$ cat src/rtl/instruction_prefetch_pkg.sv
// Shared constants, queue entry layout and fetch FSM states for the rv32i
// instruction prefetch front end.
package instruction_prefetch_pkg;

    localparam int EXCEPTION_LEN = 4;

    localparam logic [31:0]              NOP                    = 32'h0000_0013;
    localparam logic [6:0]               OPCODE_JAL             = 7'b1101111;
    localparam logic [EXCEPTION_LEN-1:0] EXC_NONE               = 4'd0;
    localparam logic [EXCEPTION_LEN-1:0] EXC_INSTR_MISALIGNED   = 4'd1;
    localparam logic [EXCEPTION_LEN-1:0] EXC_INSTR_ACCESS_FAULT = 4'd2;
    localparam logic [1:0]               MEM_WIDTH_WORD         = 2'b10;
    localparam logic [31:0]              BOOT_ADDR              = 32'h0000_0000;

    typedef enum logic [1:0] {
        ST_IDLE,
        ST_BUSY,
        ST_DRAIN,
        ST_HALT
    } fetch_state_e;

    typedef struct packed {
        logic [31:0]              instr;
        logic [31:0]              pc;
        logic [EXCEPTION_LEN-1:0] exc;
        logic                     pred;
    } queue_entry_t;

    // Sign-extended J-type immediate of a JAL word.
    function automatic logic [31:0] jal_imm(input logic [31:0] instr);
        return {{12{instr[31]}}, instr[19:12], instr[20], instr[30:21], 1'b0};
    endfunction

endpackage

$ cat src/rtl/instruction_prefetch_if.sv
// Instruction-side memory port between the prefetch unit (master) and the
// instruction memory (slave).
interface instruction_prefetch_if;
    import instruction_prefetch_pkg::*;

    logic [31:0]              memAddr_Out;
    logic [31:0]              memData_Out;
    logic [1:0]               memDataWidth_Out;
    logic                     memIsRead_Out;
    logic                     memAccess_Out;
    logic                     memAccessOK_In;
    logic [31:0]              memData_In;
    logic [EXCEPTION_LEN-1:0] memException_In;

    modport master (
        output memAddr_Out, memData_Out, memDataWidth_Out, memIsRead_Out, memAccess_Out,
        input  memAccessOK_In, memData_In, memException_In
    );

    modport slave (
        input  memAddr_Out, memData_Out, memDataWidth_Out, memIsRead_Out, memAccess_Out,
        output memAccessOK_In, memData_In, memException_In
    );

endinterface

$ cat src/rtl/instruction_prefetch_fetch_queue.sv
// Synchronous FIFO holding prefetched entries; head is read from the storage
// registers so nothing combinational reaches the consumer.
module fetch_queue #(
    parameter int DEPTH = 4,
    parameter int WIDTH = 69
) (
    input  logic                       clk,
    input  logic                       rst,
    input  logic                       push_i,
    input  logic [WIDTH-1:0]           push_data_i,
    input  logic                       pop_i,
    input  logic                       clear_i,
    output logic [$clog2(DEPTH):0]     count_o,
    output logic [WIDTH-1:0]           head_o
);
    localparam int            AW       = $clog2(DEPTH);
    localparam int            CW       = AW + 1;
    localparam logic [CW-1:0] CNT_FULL = CW'(DEPTH);

    logic [WIDTH-1:0] mem_q [DEPTH];
    logic [AW-1:0]    rd_ptr_q, wr_ptr_q;
    logic [CW-1:0]    count_q;
    logic             do_pop, do_push;

    assign do_pop  = pop_i && (count_q != '0);
    assign do_push = push_i && ((count_q != CNT_FULL) || do_pop);

    always_ff @(posedge clk or negedge rst) begin
        if (!rst) begin
            rd_ptr_q <= '0;
            wr_ptr_q <= '0;
            count_q  <= '0;
        end else if (clear_i) begin
            rd_ptr_q <= '0;
            wr_ptr_q <= '0;
            count_q  <= '0;
        end else begin
            if (do_push) wr_ptr_q <= wr_ptr_q + 1'b1;
            if (do_pop)  rd_ptr_q <= rd_ptr_q + 1'b1;
            count_q <= count_q + CW'(do_push) - CW'(do_pop);
        end
    end

    always_ff @(posedge clk) begin
        if (do_push && !clear_i) mem_q[wr_ptr_q] <= push_data_i;
    end

    assign count_o = count_q;
    assign head_o  = mem_q[rd_ptr_q];

endmodule

$ cat src/rtl/instruction_prefetch.sv
// rv32i fetch front end: sequential prefetch into a DEPTH-entry queue with
// redirect/drain handling. Optional static JAL prediction: FETCH_JAL_PREDICT_EN.
module instruction_prefetch
    import instruction_prefetch_pkg::*;
#(
    parameter int          DEPTH    = 4,
    parameter logic [31:0] RESET_PC = BOOT_ADDR
) (
    input  logic                     clk,
    input  logic                     rst,
    input  logic                     redirect_In,
    input  logic [31:0]              redirectPc_In,
    output logic [31:0]              instr_Out,
    output logic [31:0]              instrPc_Out,
    output logic                     instrValid_Out,
    output logic                     instrPredicted_Out,
    output logic [EXCEPTION_LEN-1:0] exception_Out,
    input  logic                     instrIsConsumed_In,
    instruction_prefetch_if.master   mem_if
);
    localparam int            CW       = $clog2(DEPTH) + 1;
    localparam logic [CW-1:0] CNT_FULL = CW'(DEPTH);

    fetch_state_e  state_q, state_d;
    logic [31:0]   fetch_pc_q, fetch_pc_d;
    logic [31:0]   seq_pc, taken_pc;
    logic          take_jal;
    logic          resp_ok;
    logic          q_push, q_pop, q_clear;
    logic [CW-1:0] q_count, count_next;
    queue_entry_t  push_entry, head_entry;

    assign resp_ok = mem_if.memAccessOK_In;
    assign seq_pc  = fetch_pc_q + 32'd4;

`ifdef FETCH_JAL_PREDICT_EN
    logic [31:0] jal_target;
    assign jal_target = fetch_pc_q + jal_imm(mem_if.memData_In);
    assign take_jal   = (mem_if.memData_In[6:0] == OPCODE_JAL) &&
                        (mem_if.memException_In == EXC_NONE) &&
                        (jal_target[1:0] == 2'b00);
    assign taken_pc   = jal_target;
`else
    assign take_jal = 1'b0;
    assign taken_pc = seq_pc;
`endif

    always_comb begin
        state_d          = state_q;
        fetch_pc_d       = fetch_pc_q;
        q_push           = 1'b0;
        q_pop            = 1'b0;
        q_clear          = 1'b0;
        count_next       = q_count;
        push_entry.instr = mem_if.memData_In;
        push_entry.pc    = fetch_pc_q;
        push_entry.exc   = mem_if.memException_In;
        push_entry.pred  = take_jal;

        if (redirect_In) begin
            q_clear    = 1'b1;
            fetch_pc_d = redirectPc_In;
            if ((state_q == ST_BUSY || state_q == ST_DRAIN) && !resp_ok)
                state_d = ST_DRAIN;
            else if (redirectPc_In[1:0] == 2'b00)
                state_d = ST_BUSY;
            else
                state_d = ST_IDLE;
        end else begin
            q_pop = instrIsConsumed_In;
            unique case (state_q)
                ST_IDLE: begin
                    // Only a redirect can leave fetch_pc misaligned; report it in place of a fetch.
                    if (fetch_pc_q[1:0] != 2'b00) begin
                        q_push           = 1'b1;
                        push_entry.instr = NOP;
                        push_entry.exc   = EXC_INSTR_MISALIGNED;
                        push_entry.pred  = 1'b0;
                        state_d          = ST_HALT;
                    end
                end
                ST_BUSY: begin
                    if (resp_ok) begin
                        q_push = 1'b1;
                        if (mem_if.memException_In != EXC_NONE) begin
                            state_d = ST_HALT;
                        end else begin
                            fetch_pc_d = take_jal ? taken_pc : seq_pc;
                            state_d    = ST_IDLE;
                        end
                    end
                end
                ST_DRAIN: begin
                    if (resp_ok) state_d = ST_IDLE;
                end
                ST_HALT: ;
                default: state_d = ST_IDLE;
            endcase

            count_next = q_count + CW'(q_push) - CW'(q_pop && (q_count != '0));
            // Issue straight away when the response is sure to find a free slot.
            if (state_d == ST_IDLE && fetch_pc_d[1:0] == 2'b00 && count_next < CNT_FULL)
                state_d = ST_BUSY;
        end
    end

    always_ff @(posedge clk or negedge rst) begin
        if (!rst) begin
            state_q    <= ST_IDLE;
            fetch_pc_q <= RESET_PC;
        end else begin
            state_q    <= state_d;
            fetch_pc_q <= fetch_pc_d;
        end
    end

    fetch_queue #(
        .DEPTH (DEPTH),
        .WIDTH ($bits(queue_entry_t))
    ) u_fetch_queue (
        .clk         (clk),
        .rst         (rst),
        .push_i      (q_push),
        .push_data_i (push_entry),
        .pop_i       (q_pop),
        .clear_i     (q_clear),
        .count_o     (q_count),
        .head_o      (head_entry)
    );

    assign instrValid_Out     = (q_count != '0);
    assign instr_Out          = instrValid_Out ? head_entry.instr : NOP;
    assign instrPc_Out        = instrValid_Out ? head_entry.pc    : 32'h0;
    assign exception_Out      = instrValid_Out ? head_entry.exc   : EXC_NONE;
    assign instrPredicted_Out = instrValid_Out && head_entry.pred;

    assign mem_if.memAddr_Out      = fetch_pc_q;
    assign mem_if.memData_Out      = 32'h0;
    assign mem_if.memDataWidth_Out = MEM_WIDTH_WORD;
    assign mem_if.memIsRead_Out    = 1'b1;
    assign mem_if.memAccess_Out    = (state_q == ST_BUSY || state_q == ST_DRAIN) && !resp_ok;

endmodule

$ cat src/flat_wrapper.sv
// flat-port wrapper written by rule: the top's interface ports become plain ports
module instruction_prefetch_flat import instruction_prefetch_pkg::*;
#(
    parameter int          DEPTH    = 4,
    parameter logic [31:0] RESET_PC = BOOT_ADDR
)
  (clk, rst, redirect_In, redirectPc_In, instr_Out, instrPc_Out, instrValid_Out, instrPredicted_Out, exception_Out, instrIsConsumed_In, mem_if_memAddr_Out, mem_if_memData_Out, mem_if_memDataWidth_Out, mem_if_memIsRead_Out, mem_if_memAccess_Out, mem_if_memAccessOK_In, mem_if_memData_In, mem_if_memException_In);
  instruction_prefetch_if mem_if_i ();
  input  logic clk;
  input  logic rst;
  input  logic redirect_In;
  input  logic [31:0] redirectPc_In;
  output logic [31:0] instr_Out;
  output logic [31:0] instrPc_Out;
  output logic instrValid_Out;
  output logic instrPredicted_Out;
  output logic [EXCEPTION_LEN-1:0] exception_Out;
  input  logic instrIsConsumed_In;
  output wire logic [$bits(mem_if_i.memAddr_Out)-1:0] mem_if_memAddr_Out;
  output wire logic [$bits(mem_if_i.memData_Out)-1:0] mem_if_memData_Out;
  output wire logic [$bits(mem_if_i.memDataWidth_Out)-1:0] mem_if_memDataWidth_Out;
  output wire logic [$bits(mem_if_i.memIsRead_Out)-1:0] mem_if_memIsRead_Out;
  output wire logic [$bits(mem_if_i.memAccess_Out)-1:0] mem_if_memAccess_Out;
  input wire logic [$bits(mem_if_i.memAccessOK_In)-1:0] mem_if_memAccessOK_In;
  input wire logic [$bits(mem_if_i.memData_In)-1:0] mem_if_memData_In;
  input wire logic [$bits(mem_if_i.memException_In)-1:0] mem_if_memException_In;
  assign mem_if_memAddr_Out = mem_if_i.memAddr_Out;
  assign mem_if_memData_Out = mem_if_i.memData_Out;
  assign mem_if_memDataWidth_Out = mem_if_i.memDataWidth_Out;
  assign mem_if_memIsRead_Out = mem_if_i.memIsRead_Out;
  assign mem_if_memAccess_Out = mem_if_i.memAccess_Out;
  assign mem_if_i.memAccessOK_In = mem_if_memAccessOK_In;
  assign mem_if_i.memData_In = mem_if_memData_In;
  assign mem_if_i.memException_In = mem_if_memException_In;
  instruction_prefetch #(.DEPTH(DEPTH), .RESET_PC(RESET_PC)) u_core (.clk(clk), .rst(rst), .redirect_In(redirect_In), .redirectPc_In(redirectPc_In), .instr_Out(instr_Out), .instrPc_Out(instrPc_Out), .instrValid_Out(instrValid_Out), .instrPredicted_Out(instrPredicted_Out), .exception_Out(exception_Out), .instrIsConsumed_In(instrIsConsumed_In), .mem_if(mem_if_i));
endmodule
$ cat config.mk
export PLATFORM = sky130hd
export DESIGN_NAME = instruction_prefetch_flat
export DESIGN_NICKNAME = d
export VERILOG_FILES = /design/src/rtl/instruction_prefetch_pkg.sv /design/src/rtl/instruction_prefetch_if.sv /design/src/rtl/instruction_prefetch_fetch_queue.sv /design/src/rtl/instruction_prefetch.sv /design/src/flat_wrapper.sv
export SDC_FILE = /design/constraint.sdc
export NUM_CORES = 1
export LEC_CHECK = 0
export CAP_MARGIN = 20
export CORE_MARGIN = 1
export CORE_UTILIZATION = 35
export CTS_CLUSTER_SIZE = 16
export DETAILED_ROUTE_END_ITERATION = 12
export DONT_BUFFER_PORTS = 1
export PLACE_DENSITY = 0.45
export SLEW_MARGIN = 25
export SYNTH_ARGS = -nofsm -noshare
export SYNTH_HDL_FRONTEND = slang
export SYNTH_HIERARCHICAL = 1
export SYNTH_SLANG_ARGS = --single-unit
$ cat constraint.sdc
create_clock -name clk -period 5.5 [get_ports clk]
set_input_delay 0.55 -clock clk [delete_from_list [all_inputs] [get_ports clk]]
set_output_delay 0.55 -clock clk [all_outputs]
set_load 0.01 [all_outputs]
==> metrics.txt, run 1 <==
status finished, final reports clean; minimum hold slack 145 ps; GRT Util Overall 0.161; Synth Area per Inst 16.5 um^2; post-detailed-route count of antenna-violating nets 0; Final Non-Filler Cells between 1000 and 1500; Via-to-Cell Ratio between 5 and 6; Max stage delay on crit path approximately 700 ps; CTS sink count about 320; Mapped Cells approximately 850; worst clock skew between 15 and 20 ps; number of global-route vias before repair around 7500; CTS tree built; DR WL/cell about 24 um; drc violations 0; fin crit share 0.589; Starting Density 0.358; Critical Path Sink Type flop; setup TNS 0 ps; 1st-iter DRT viols around 430; Boundary Pins approximately 210; fraction of layout instances using a drive strength above 1 0.179; asr flop ratio synth 0.129; unrepaired setup endpoints after global routing no; placed insts between 1000 and 1500; worst-margin pin slew ~970 ps; total congestion overflow 0; max frequency around 300 MHz; max-slew violations 0; initial antenna violation count 2; HPWL Detailed ~21000 um; Worst path top cell family by delay simple AND/OR/NAND/NOR gates; Die H 202 um; Design Power ~6400 uW; worst min path class in -> reg; CP Max Fanout 37; P per Cell Area roughly 420 nW/um^2; Max VDD drop approximately 180 uV; WP data arrival between 3000 and 4000 ps; Root Driver clkbuf_16; Slew headroom 0.353; slowest CP cell and2_4; first-pass GRT wire length between 40000 and 50000 um; area added between synthesis and finish 9.38%; critical path type reg -> reg; Fin. Hold Viols 0; Crit path required time roughly 5700 ps; PortBufs 0; Skew-Pair Late Insertion Delay approximately 510 ps; die area 40700 um^2; Layout Utilization 0.392; CTS H-tree depth 2; Core Rows between 70 and 80; Worst R2R Start u_core/state_q[1]; Final GP Congestion 0.753; FILL cells 3558; multi-input logic area slightly below 4000 um^2; largest net degree at the start of global routing just over 70; detailed-route wire length 32800 um; DIE WIDTH approximately 200 um; drt first pass iters 5; top_reg_cell synth edfxtp_1; crit-path cells inv_1 > ha_1 > o21ai_0 > and2_1 > nor2_1 > nor3b_1 > and2_4 > buf_12; synthesized flop and latch total about 320; via count 7136; Cell Area, Synth about 14000 um^2; max cap viols 0; Tmin final around 3200 ps; post-layout net count 912; register area 9320 um^2; setup bufs post-CTS 0; leakage about 0.0049 uW; Worst Path Buf+Inv 2; core area ~40000 um^2; CTS Buffer Depth 3; Critical Path Start Type flop; Seq/Total Area, Yosys 0.667; post-synthesis cell type count 55; number of flops mapped to enable cells by yosys about 280; Worst Setup SP u_core/state_q[1]; Worst-path clk slew approximately 60 ps; hold_sp redirect_In; CTS Buf Count 36; Synth warnings 6; Setup-failing EPs final 0
[cells in the mapped netlist (6+ instances only)]
| master | instances | area [um^2] |
|---|---|---|
| clkbuf_1 | 25 | 93.8 |
| xor2_1 | 6 | 52.6 |
| and2_1 | 72 | 450 |
| nand4_1 | 10 | 62.6 |
| nor2_1 | 25 | 93.8 |
| or2_2 | 6 | 37.5 |
| nor4_1 | 9 | 56.3 |
| mux4_2 | 68 | 1530 |
| xnor2_1 | 10 | 87.6 |
| edfxtp_1 | 276 | 8290 |
| nand3_1 | 13 | 65.1 |
| nand2_1 | 24 | 90.1 |
| dfrtp_1 | 41 | 1030 |
| inv_1 | 13 | 48.8 |
| buf_12 | 7 | 140 |
| o31a_1 | 6 | 52.6 |
| nand2b_1 | 8 | 50.1 |
| buf_4 | 67 | 503 |
| buf_2 | 7 | 35.0 |
| a31oi_1 | 11 | 68.8 |
| or4_1 | 11 | 82.6 |
| o31ai_1 | 10 | 75.1 |
| o21ai_0 | 17 | 85.1 |
| ha_1 | 13 | 163 |
| nor2b_1 | 35 | 219 |
[layout make-up]
class / count / share of cell area
diodes: 2 / 0.000328
repair buffers: 12 / 0.0124
flip-flops and latches: 317 / 0.610
inverters: 13 / 0.00319
clock inverters: 20 / 0.00917
multi-input cells: 445 / 0.259
clock buffers: 43 / 0.0627
well taps: 518 / 0.0424
[cells by family (layout without fill, tap and decap cells)]
logic type,Yosys count,in the layout,share of synthesized area
adder cells (fa/ha/maj),14,14,0.0131
multiplexers,77,77,0.118
XOR/XNOR,16,16,0.0100
flip-flops,317,317,0.667
AND/OR/NAND/NOR,239,239,0.102
buffers and inverters,123,88,0.0610
AO/OA/AOI/OAI,60,60,0.0294
other,2,41,0.000538
[metal layers]
layer / track usage / part of all wire
met1: 0.224 / 0.45
met2: 0.252 / 0.47
met3: 0.0348 / 0.061
met4: 0.0533 / 0.026
met5: 0 / 0
[final timing paths]
path | end | slack (ps) | depth (start not counted)
hold / removal | u_core/u_fetch_queue/rd_ptr_q[0] | 140 | 1
max in group asynchronous | u_core/u_fetch_queue/rd_ptr_q[1] | 4650 | 2
setup / recovery | u_core/u_fetch_queue/mem_q[2][9] | 2260 | 8
setup reg to reg | u_core/u_fetch_queue/mem_q[2][9] | 2260 | 8
hold reg to reg | u_core/u_fetch_queue/wr_ptr_q[1] | 620 | 2
min in group asynchronous | u_core/mem_if.memAddr_Out[7] | 580 | 2
[registers in the layout, indices dropped and copies added (netlist names)]
name,flops
u_core/state_q,2
u_core/u_fetch_queue/rd_ptr_q,2
u_core/u_fetch_queue/mem_q,276
u_core/u_fetch_queue/count_o,3
u_core/mem_if.memAddr_Out,32
u_core/u_fetch_queue/wr_ptr_q,2
[where the power goes]
part | leakage [uW] | switching, uW | internal (uW)
clock | 0.000531 | 921 | 1300
combinational | 0.00141 | 789 | 465
sequential | 0.00298 | 144 | 2790
total | 0.00492 | 1850 | 4550
[placed cells by master (no fill, tap or decap), types with 10 or more instances in the layout]
cell	netlist	layout
nand2_1	24	24
conb_1	2	39
nand3_1	13	13
nor2_1	25	24
nand4_1	10	10
dfrtp_1	41	39
mux4_2	68	68
edfxtp_1	276	276
a31oi_1	11	11
o21ai_0	17	17
nor2b_1	35	35
xnor2_1	10	10
clkbuf_16	0	37
and2_1	72	68
inv_1	13	13
ha_1	13	13
o31ai_1	10	10
or4_1	11	11
[what timing repair did]
item	in CTS	in global routing
hold buffers	2	0
gates resized for setup	0	0
hold endpoints to repair	41	0
[through the flow]
stage               area, um^2  setup slack [ps]
floorplan                14100              1820
global placement         14000              2330
detailed placement       14100              2280
CTS                      15300              2250
global route             15300              2080
finish                   15300              2260
[worst register-to-register path, stage by stage (launching register included)]
cell,delay [ps]
dfrtp_1,410
inv_1,140
ha_1,220
o21ai_0,250
and2_1,250
nor2_1,150
nor3b_1,490
and2_4,680
buf_12,310
Note: power is estimated with default switching activity, not from simulation.
==> run 2, diff against run 1 <==
==> constraint.sdc (replaced) <==
create_clock -name clk -period 3.4 [get_ports clk]
set_input_delay 0.34 -clock clk [delete_from_list [all_inputs] [get_ports clk]]
set_output_delay 0.34 -clock clk [all_outputs]
set_load 0.01 [all_outputs]
==> run 2 against run 1 <==
Net effect: first-iteration DRC count is 7.9% higher; combinational power is 67% higher; count of clock-buffer cells in the layout is 1 lower; clock skew is 0.97 ps lower; non-clock buffer count is 34 higher; critical path depth is 5 lower; cell count is 2.3% higher; worst setup slack worse by 1700 ps; critical path type is now reg -> out; largest cell class unchanged; largest power group unchanged.
==> metrics.txt, run 2 (synthesis results as in run 1) <==
Boundary Pins roughly 210; number of cells on the critical path 3; unrepaired setup endpoints after global routing no; fraction of layout instances using a drive strength above 1 0.180; Layout Cell Area excl Fill roughly 16000 um^2; core area a little under 40000 um^2; Resized cells post-CTS 0; WP data arrival 2510 ps; max frequency approximately 350 MHz; Slew headroom 0.501; Worst-path clk slew about 60 ps; initial antenna violation count 2; Skew-Pair Late Insertion Delay a little over 500 ps; Critical Path Sink Type output pin; FILL cells 3544; largest net degree at the start of global routing 71; crit-path cells buf_4 > mux4_2 > and2_1; Net Switching between 3000 and 4000 uW; max cap viols 0; Starting Density 0.358; Tmin final about 2800 ps; PortBufs 0; CTS Buf Count 35; post-detailed-route count of antenna-violating nets 0; CTS sink count between 300 and 400; CTS H-tree depth 2; max-slew violations 0; Placement Cell Area between 10000 and 15000 um^2; worst-margin pin slew around 750 ps; slowest CP cell dfrtp_4; Core Rows roughly 70; drt first pass iters 4; Die H 202 um; CTS Buffer Depth 3; P per Cell Area approximately 670 nW/um^2; worst clock skew between 10 and 15 ps; Via-to-Cell Ratio slightly above 5; DIE WIDTH 202 um; via count 7156; power share of the combinational group 0.199; hold_sp redirect_In; CP Max Fanout 32; Worst R2R Start u_core/state_q[1]; hold path depth 2; number of global-route vias before repair about 7600; Seq pwr share 0.456; Final GP Congestion about 0.74; post-layout net count roughly 950; Root Driver clkbuf_16; max reg flops between 200 and 300; Switching Share 0.287; leakage 0.00508 uW; area added between synthesis and finish 11.8%; Max stage delay on crit path just under 900 ps; clock share of power 0.345; first-pass GRT wire length ~50000 um; HPWL Detailed just over 20000 um; most frequent cells in the layout 276 x edfxtp_1, 68 x and2_1, 68 x mux4_2; design internal power about 7500 uW; detailed-route wire length 32900 um; Top reg by flops u_core/u_fetch_queue/mem_q; CTS tree built; critical path type reg -> out; count of cells along the worst register-to-register path 8; status finished, final reports clean; fin crit share 0.838; drc violations 0; Crit path required time ~3100 ps; Worst Path Buf+Inv 1; Critical Path Start Type flop; setup TNS 0 ps; Fin. Hold Viols 0; DR WL/cell ~23 um; die area roughly 41000 um^2; Setup-failing EPs final 0; commonest non-fill, non-tap cell in the layout edfxtp_1; 1st-iter DRT viols between 400 and 500; Max VDD drop just over 300 uV; Worst Setup SP u_core/u_fetch_queue/rd_ptr_q[0]; Worst path top cell family by delay flip-flops; total congestion overflow 0; GRT Util Overall 0.165; worst min path class in -> reg
[run 2: changes by cell type in the layout (fill, tap and decap cells not counted)]
| cell | change |
|---|---|
| buf_12 | +6 |
| buf_16 | -2 |
| buf_4 | +4 |
| bufinv_16 | +2 |
| clkbuf_1 | +1 |
| clkbuf_16 | -2 |
| clkinv_1 | -1 |
| clkinv_2 | +2 |
| diode_2 | -1 |
| dlygate4sd3_1 | +26 |
| inv_6 | -2 |
| inv_8 | -1 |
[run 2: power by group through the flow]
stage          logic (uW)  clock network, uW  registers [uW]
6_report             2090               3610            4780
5_1_grt              2300               3880            4820
4_1_cts              2160               3730            4790
3_5_place_dp         2100                  0            4870
3_3_place_gp         2060                  0            4850
2_1_floorplan        1760                  0            4710
[run 2: repair_timing]
item                                    CTS  global route
endpoints found under the setup margin    0             0
hold buffers                             29             0
setup buffers                             0             0
endpoints found under the hold margin    75             0
[run 2: worst paths after layout]
path	endpoint	slack (ps)
setup / recovery	instr_Out[5]	550
hold / removal	u_core/mem_if.memAddr_Out[28]	30
setup reg to reg	u_core/u_fetch_queue/mem_q[0][48]	590
hold reg to reg	u_core/u_fetch_queue/wr_ptr_q[1]	610
max in group asynchronous	u_core/u_fetch_queue/rd_ptr_q[0]	2750
min in group asynchronous	u_core/mem_if.memAddr_Out[4]	390
[run 2: worst reg2reg max path: stages (launching register included)]
cell and delay (ps):
dfrtp_1 400, inv_1 130, ha_1 210, o21ai_0 240, and2_1 260, nor2_1 140
nor3b_1 410, and2_4 420, buf_12 270
[run 2: layer usage]
metal | global-route usage | vias up | wire length (um)
met5 | 0 | - | 0
met4 | 0.0471 | 0 | 658
met2 | 0.270 | 220 | 15900
met3 | 0.0389 | 46 | 1830
li1 | - | 3172 | -
met1 | 0.220 | 3718 | 14400
[run 2: final cells by class]
cell class	count	area, um^2	share of cell area
flip-flops and latches	317	9320	0.597
multi-input cells	445	3960	0.254
clock buffers	42	912	0.0584
well taps	518	648	0.0415
repair buffers	46	546	0.0349
clock inverters	20	178	0.0114
inverters	13	48.8	0.00312
diodes	1	2.50	0.000160
[run 2: stage by stage]
step	worst slack [ps]	util	hold WS, ps	cells	total power [uW]
4_1_cts	437	0.400	0.590	1401	10700
3_3_place_gp	638	0.364	47.2	1310	6910
6_report	552	0.400	27.2	1402	10500
3_5_place_dp	575	0.364	47.5	1310	6970
5_1_grt	328	0.400	18.3	1402	11000
2_1_floorplan	504	-	44.4	885	6460
